**src/rtl/uart_receiver.sv**
```systemverilog
// UART receive stage: synchronizes the serial line, recovers start/data/parity/stop
// bits at mid-bit, and reports each completed frame with a one-cycle strobe and error flags.
module uart_receiver #(
    parameter int DATA_WIDTH   = 8,
    parameter int CLKS_PER_BIT = 16
) (
    input  logic                  clk,
    input  logic                  rst,
    input  logic                  rx_in,
    input  logic                  parity_enable,
    output logic [DATA_WIDTH-1:0] rx_data_out,
    output logic                  rx_data_valid,
    output logic                  parity_error,
    output logic                  framing_error,
    output logic                  rx_busy
);

    localparam int H  = CLKS_PER_BIT / 2;
    localparam int TW = $clog2(CLKS_PER_BIT);
    localparam int CW = $clog2(DATA_WIDTH + 1);

    localparam logic [TW-1:0] HALF_LAST = TW'(H - 1);
    localparam logic [TW-1:0] BIT_LAST  = TW'(CLKS_PER_BIT - 1);
    localparam logic [CW-1:0] DATA_LAST = CW'(DATA_WIDTH - 1);

    typedef enum logic [2:0] {
        IDLE,
        START,
        DATA,
        PARITY,
        STOP
    } state_t;

    state_t                  state;
    state_t                  state_next;
    logic                    rx_meta;
    logic                    rx_s;
    logic                    rx_prev;
    logic [TW-1:0]           timer;
    logic [CW-1:0]           bit_idx;
    logic [DATA_WIDTH-1:0]   shift;
    logic                    par_en;
    logic                    par_bit;

    logic                    start_det;
    logic                    timer_clear;
    logic                    shift_en;
    logic                    par_sample;
    logic                    frame_done;

    function automatic logic even_parity(input logic [DATA_WIDTH-1:0] d);
        return ^d;
    endfunction

    // Line synchronizer; idle-high reset so a released reset never looks like a start edge
    always_ff @(posedge clk) begin
        if (rst) begin
            rx_meta <= 1'b1;
            rx_s    <= 1'b1;
            rx_prev <= 1'b1;
        end else begin
            rx_meta <= rx_in;
            rx_s    <= rx_meta;
            rx_prev <= rx_s;
        end
    end

    always_comb begin
        state_next  = state;
        start_det   = 1'b0;
        timer_clear = 1'b0;
        shift_en    = 1'b0;
        par_sample  = 1'b0;
        frame_done  = 1'b0;
        case (state)
            IDLE: begin
                timer_clear = 1'b1;
                if (!rx_s && rx_prev) begin
                    start_det  = 1'b1;
                    state_next = START;
                end
            end
            START: begin
                if (timer == HALF_LAST) begin
                    timer_clear = 1'b1;
                    state_next  = rx_s ? IDLE : DATA;
                end
            end
            DATA: begin
                if (timer == BIT_LAST) begin
                    timer_clear = 1'b1;
                    shift_en    = 1'b1;
                    if (bit_idx == DATA_LAST) begin
                        state_next = par_en ? PARITY : STOP;
                    end
                end
            end
            PARITY: begin
                if (timer == BIT_LAST) begin
                    timer_clear = 1'b1;
                    par_sample  = 1'b1;
                    state_next  = STOP;
                end
            end
            STOP: begin
                // Returning to IDLE at mid-stop lets the next start edge be caught immediately
                if (timer == BIT_LAST) begin
                    timer_clear = 1'b1;
                    frame_done  = 1'b1;
                    state_next  = IDLE;
                end
            end
            default: begin
                state_next = IDLE;
            end
        endcase
    end

    always_ff @(posedge clk) begin
        if (rst) begin
            state         <= IDLE;
            timer         <= '0;
            bit_idx       <= '0;
            shift         <= '0;
            par_en        <= 1'b0;
            par_bit       <= 1'b0;
            rx_data_out   <= '0;
            rx_data_valid <= 1'b0;
            parity_error  <= 1'b0;
            framing_error <= 1'b0;
        end else begin
            state         <= state_next;
            timer         <= timer_clear ? '0 : timer + 1'b1;
            rx_data_valid <= frame_done;
            if (start_det) begin
                par_en  <= parity_enable;
                bit_idx <= '0;
            end
            if (shift_en) begin
                shift   <= {rx_s, shift[DATA_WIDTH-1:1]};
                bit_idx <= bit_idx + 1'b1;
            end
            if (par_sample) begin
                par_bit <= rx_s;
            end
            if (frame_done) begin
                rx_data_out   <= shift;
                parity_error  <= par_en && (par_bit != even_parity(shift));
                framing_error <= ~rx_s;
            end
        end
    end

    assign rx_busy = (state != IDLE);

endmodule

```
**config.mk**
```make
export PLATFORM = sky130hd
export DESIGN_NAME = uart_receiver
export DESIGN_NICKNAME = d
export VERILOG_FILES = /design/src/rtl/uart_receiver.sv
export SDC_FILE = /design/constraint.sdc
export NUM_CORES = 1
export LEC_CHECK = 0
export ABC_AREA = 1
export CAP_MARGIN = 20
export CORE_MARGIN = 4
export CORE_UTILIZATION = 50
export CTS_BUF_LIST = sky130_fd_sc_hd__clkbuf_4 sky130_fd_sc_hd__clkbuf_8
export DETAILED_ROUTE_END_ITERATION = 8
export PLACE_DENSITY = 0.72
export SLEW_MARGIN = 20
export SYNTH_ARGS = -nofsm -noshare
export SYNTH_HDL_FRONTEND = slang
export SYNTH_SLANG_ARGS = --single-unit
```
**constraint.sdc**
```tcl
create_clock -name clk -period 2 [get_ports clk]
set_clock_uncertainty 0.1 [all_clocks]
set_input_delay 0.4 -clock clk [delete_from_list [all_inputs] [get_ports clk]]
set_output_delay 0.4 -clock clk [all_outputs]
set_load 0.05 [all_outputs]
```
==> impl_metrics.env <==
export IMPL_regArea_um2=701
export IMPL_dp_hpwl_mm=2.26
export IMPL_root_buffer="clkbuf_4"
export IMPL_grt_start_max_net_pins=20
export IMPL_most_common_layout_cells="dfxtp_1 (35), nand2_1 (33), nor2_1 (30), o21ai_0 (21)"
export IMPL_initial_core_util=0.540
export IMPL_path_max_fanout=6
export IMPL_worstPathArrival_ns=1.25
export IMPL_outcome="complete, no violations"
export IMPL_fillCellCount=243
export IMPL_synth_cell_types=30
export IMPL_setup_violations=0
export IMPL_clk_latency_ns=0.34
export IMPL_synthesis_area_mm2=0.00154
export IMPL_crit_chain="nor2_4 -> nand2_2 -> buf_12"
export IMPL_drv_cap=0
export IMPL_tns_ns=0
export IMPL_cts_max_level=2
export IMPL_die_x_um=63.5
export IMPL_grt_pass1_vias=1198
export IMPL_p_leak_nw=0.968
export IMPL_drtAntennaViolNets=0
export IMPL_ctsLongestPathBuffers=2
export IMPL_hold_viol=0
export IMPL_timing_hold_ws_ns=0.323
export IMPL_multi_input_area_um2=718
export IMPL_cts_made_buffers=5
export IMPL_die_area_mm2=0.00404
export IMPL_end_kind="output port"
export IMPL_clk_pin_slew_ns=0.10
export IMPL_critPathLaunchType="register"
export IMPL_postSynthAreaPerCell_um2=7.63
export IMPL_rows=19
export IMPL_fin_crit_ns=1.75
export IMPL_report_power_total_mw=1.93
export IMPL_grt_total_usage=0.162
export IMPL_fin_nets=229
export IMPL_area_growth_pct=18.6
export IMPL_die_h_um=63.5
export IMPL_clock_fmax_mhz=571
export IMPL_ys_seq_elements=35
export IMPL_drtIter0Drc=62
export IMPL_tightest_slew_ns=0.508
export IMPL_syn_inst=202
export IMPL_place_ws_ns=0.310
export IMPL_numPortBuffers=15
export IMPL_synth_nets=208
export IMPL_antenna_cells=0
export IMPL_drive_gt1_frac=0.125
export IMPL_io_pin_count=16
export IMPL_reg2reg_slack_ns=0.39
export IMPL_vdd_drop_max_mv=0.692
export IMPL_core_mm2=0.00285
export IMPL_wirelength_mm=2.98
export IMPL_crit_path_top_delay_cell="dfxtp_1"
export IMPL_cts_sinks=35
export IMPL_worst_slack_ns=0.250
export IMPL_slew_headroom=0.660
export IMPL_via_count=1337
export IMPL_utilization=0.641
export IMPL_ys_warn_count=0
export IMPL_cts_tree="built"
export IMPL_globalRouteOverflowTotal=0
export IMPL_hold_buffers=0
export IMPL_hp_class="reg2reg"
export IMPL_ys_seq_area_frac=0.455
export IMPL_path_class="reg2out"
export IMPL_antenna_found_initial=0
export IMPL_rsz0062_at_grt="false"
export IMPL_cp_required_ns=1.50
export IMPL_viasPerCell=5.24
export IMPL_grt_pass1_wl_mm=5.08
export IMPL_report_final_slew_viol_count=0
export IMPL_p_per_area_mw_per_mm2=1060
export IMPL_max_stage_delay_ns=0.39
export IMPL_drcViolationCount=0
export IMPL_detail_route_first_pass_iterations=4
export IMPL_fin_crit_sh=0.875
export IMPL_final_common_cell="dfxtp_1"
export IMPL_routabilityCongestion=0.886
export IMPL_avgRoutedWirePerCell_um=11.7
[sequential cells by signal (all words and copies together) (netlist names)]
name	cells
framing_error	1
timer	4
bit_idx	4
parity_error	1
par_en	1
shift	8
rx_prev	1
rx_s	1
rx_data_out	8
rx_meta	1
state	3
rx_data_valid	1
par_bit	1
[power breakdown]
group,switching [mW],internal (mW)
sequential,0.0593,0.744
clock,0.231,0.295
combinational,0.373,0.227
total,0.664,1.27
[area by class of cell]
class,instances,share of cell area
sequential,35,0.383
clock inverter,2,0.0192
tap,31,0.0212
timing repair buffer,18,0.107
clock buffer,6,0.0281
multi-input combinational,140,0.393
inverter,23,0.0486
[critical path: cells and delay by family (launching register included)]
family | cells | cell delay, ns
simple gates | 2 | 0.35
buf+inv | 1 | 0.17
flops | 1 | 0.39
[timing repair]
| item | CTS | global route |
|---|---|---|
| setup buffers | 0 | 0 |
| setup endpoints to repair | 4 | 7 |
| resized for setup | 4 | 7 |
[per-layer routing]
layer  routed length (um)  share of wire  global-route usage
met5                    0              0                   0
met4                   20         0.0067              0.0593
met3                  121          0.041              0.0746
met2                 1440           0.48               0.267
met1                 1400           0.47               0.181
[final timing paths]
path	start	end	cells after the start
setup / recovery	state[2]$_SDFFE_PP0P_	rx_busy	3
setup reg to reg	timer[0]$_SDFF_PP0_	parity_error$_SDFFE_PP0P_	9
hold reg to reg	rx_meta$_SDFF_PP1_	rx_s$_SDFF_PP1_	1
hold / removal	rx_meta$_SDFF_PP1_	rx_s$_SDFF_PP1_	1
[per-stage QoR]
step | cells | cell area (um^2)
6_report | 255 | 1830
5_1_grt | 255 | 1830
4_1_cts | 255 | 1810
3_5_place_dp | 247 | 1730
3_3_place_gp | 247 | 1730
2_1_floorplan | 202 | 1540
[cells in the mapped netlist]
cell type	count	area share
a21oi_1	20	0.065
a21oi_2	1	0.0057
a31oi_1	2	0.0081
a31oi_2	1	0.0081
buf_4	1	0.0049
buf_6	2	0.015
clkbuf_1	1	0.0024
dfxtp_1	35	0.45
ha_1	2	0.016
inv_1	20	0.049
inv_2	2	0.0049
inv_4	1	0.0041
nand2_1	33	0.080
nand2_2	1	0.0041
nand2_4	2	0.015
nand3_1	10	0.032
nand3_2	1	0.0065
nand4_2	1	0.0081
nor2_1	30	0.073
nor2_2	1	0.0041
nor2_4	1	0.0073
nor2_8	1	0.013
nor3_1	2	0.0065
o21ai_0	21	0.068
o21ai_1	3	0.0097
o21ai_2	1	0.0057
o22ai_1	1	0.0041
or2_2	2	0.0081
xnor2_1	1	0.0057
xor2_1	2	0.011
[cell families after synthesis]
group	count (synthesis)	share of synthesized area
and+or+nand+nor	85	0.258
adders and majority gates	2	0.0162
xor gates and xnor gates	3	0.0170
DFF	35	0.455
AOI/OAI and AO/OA	50	0.175
buffers and inverters	27	0.0795
(Power assumes the default switching activity.)
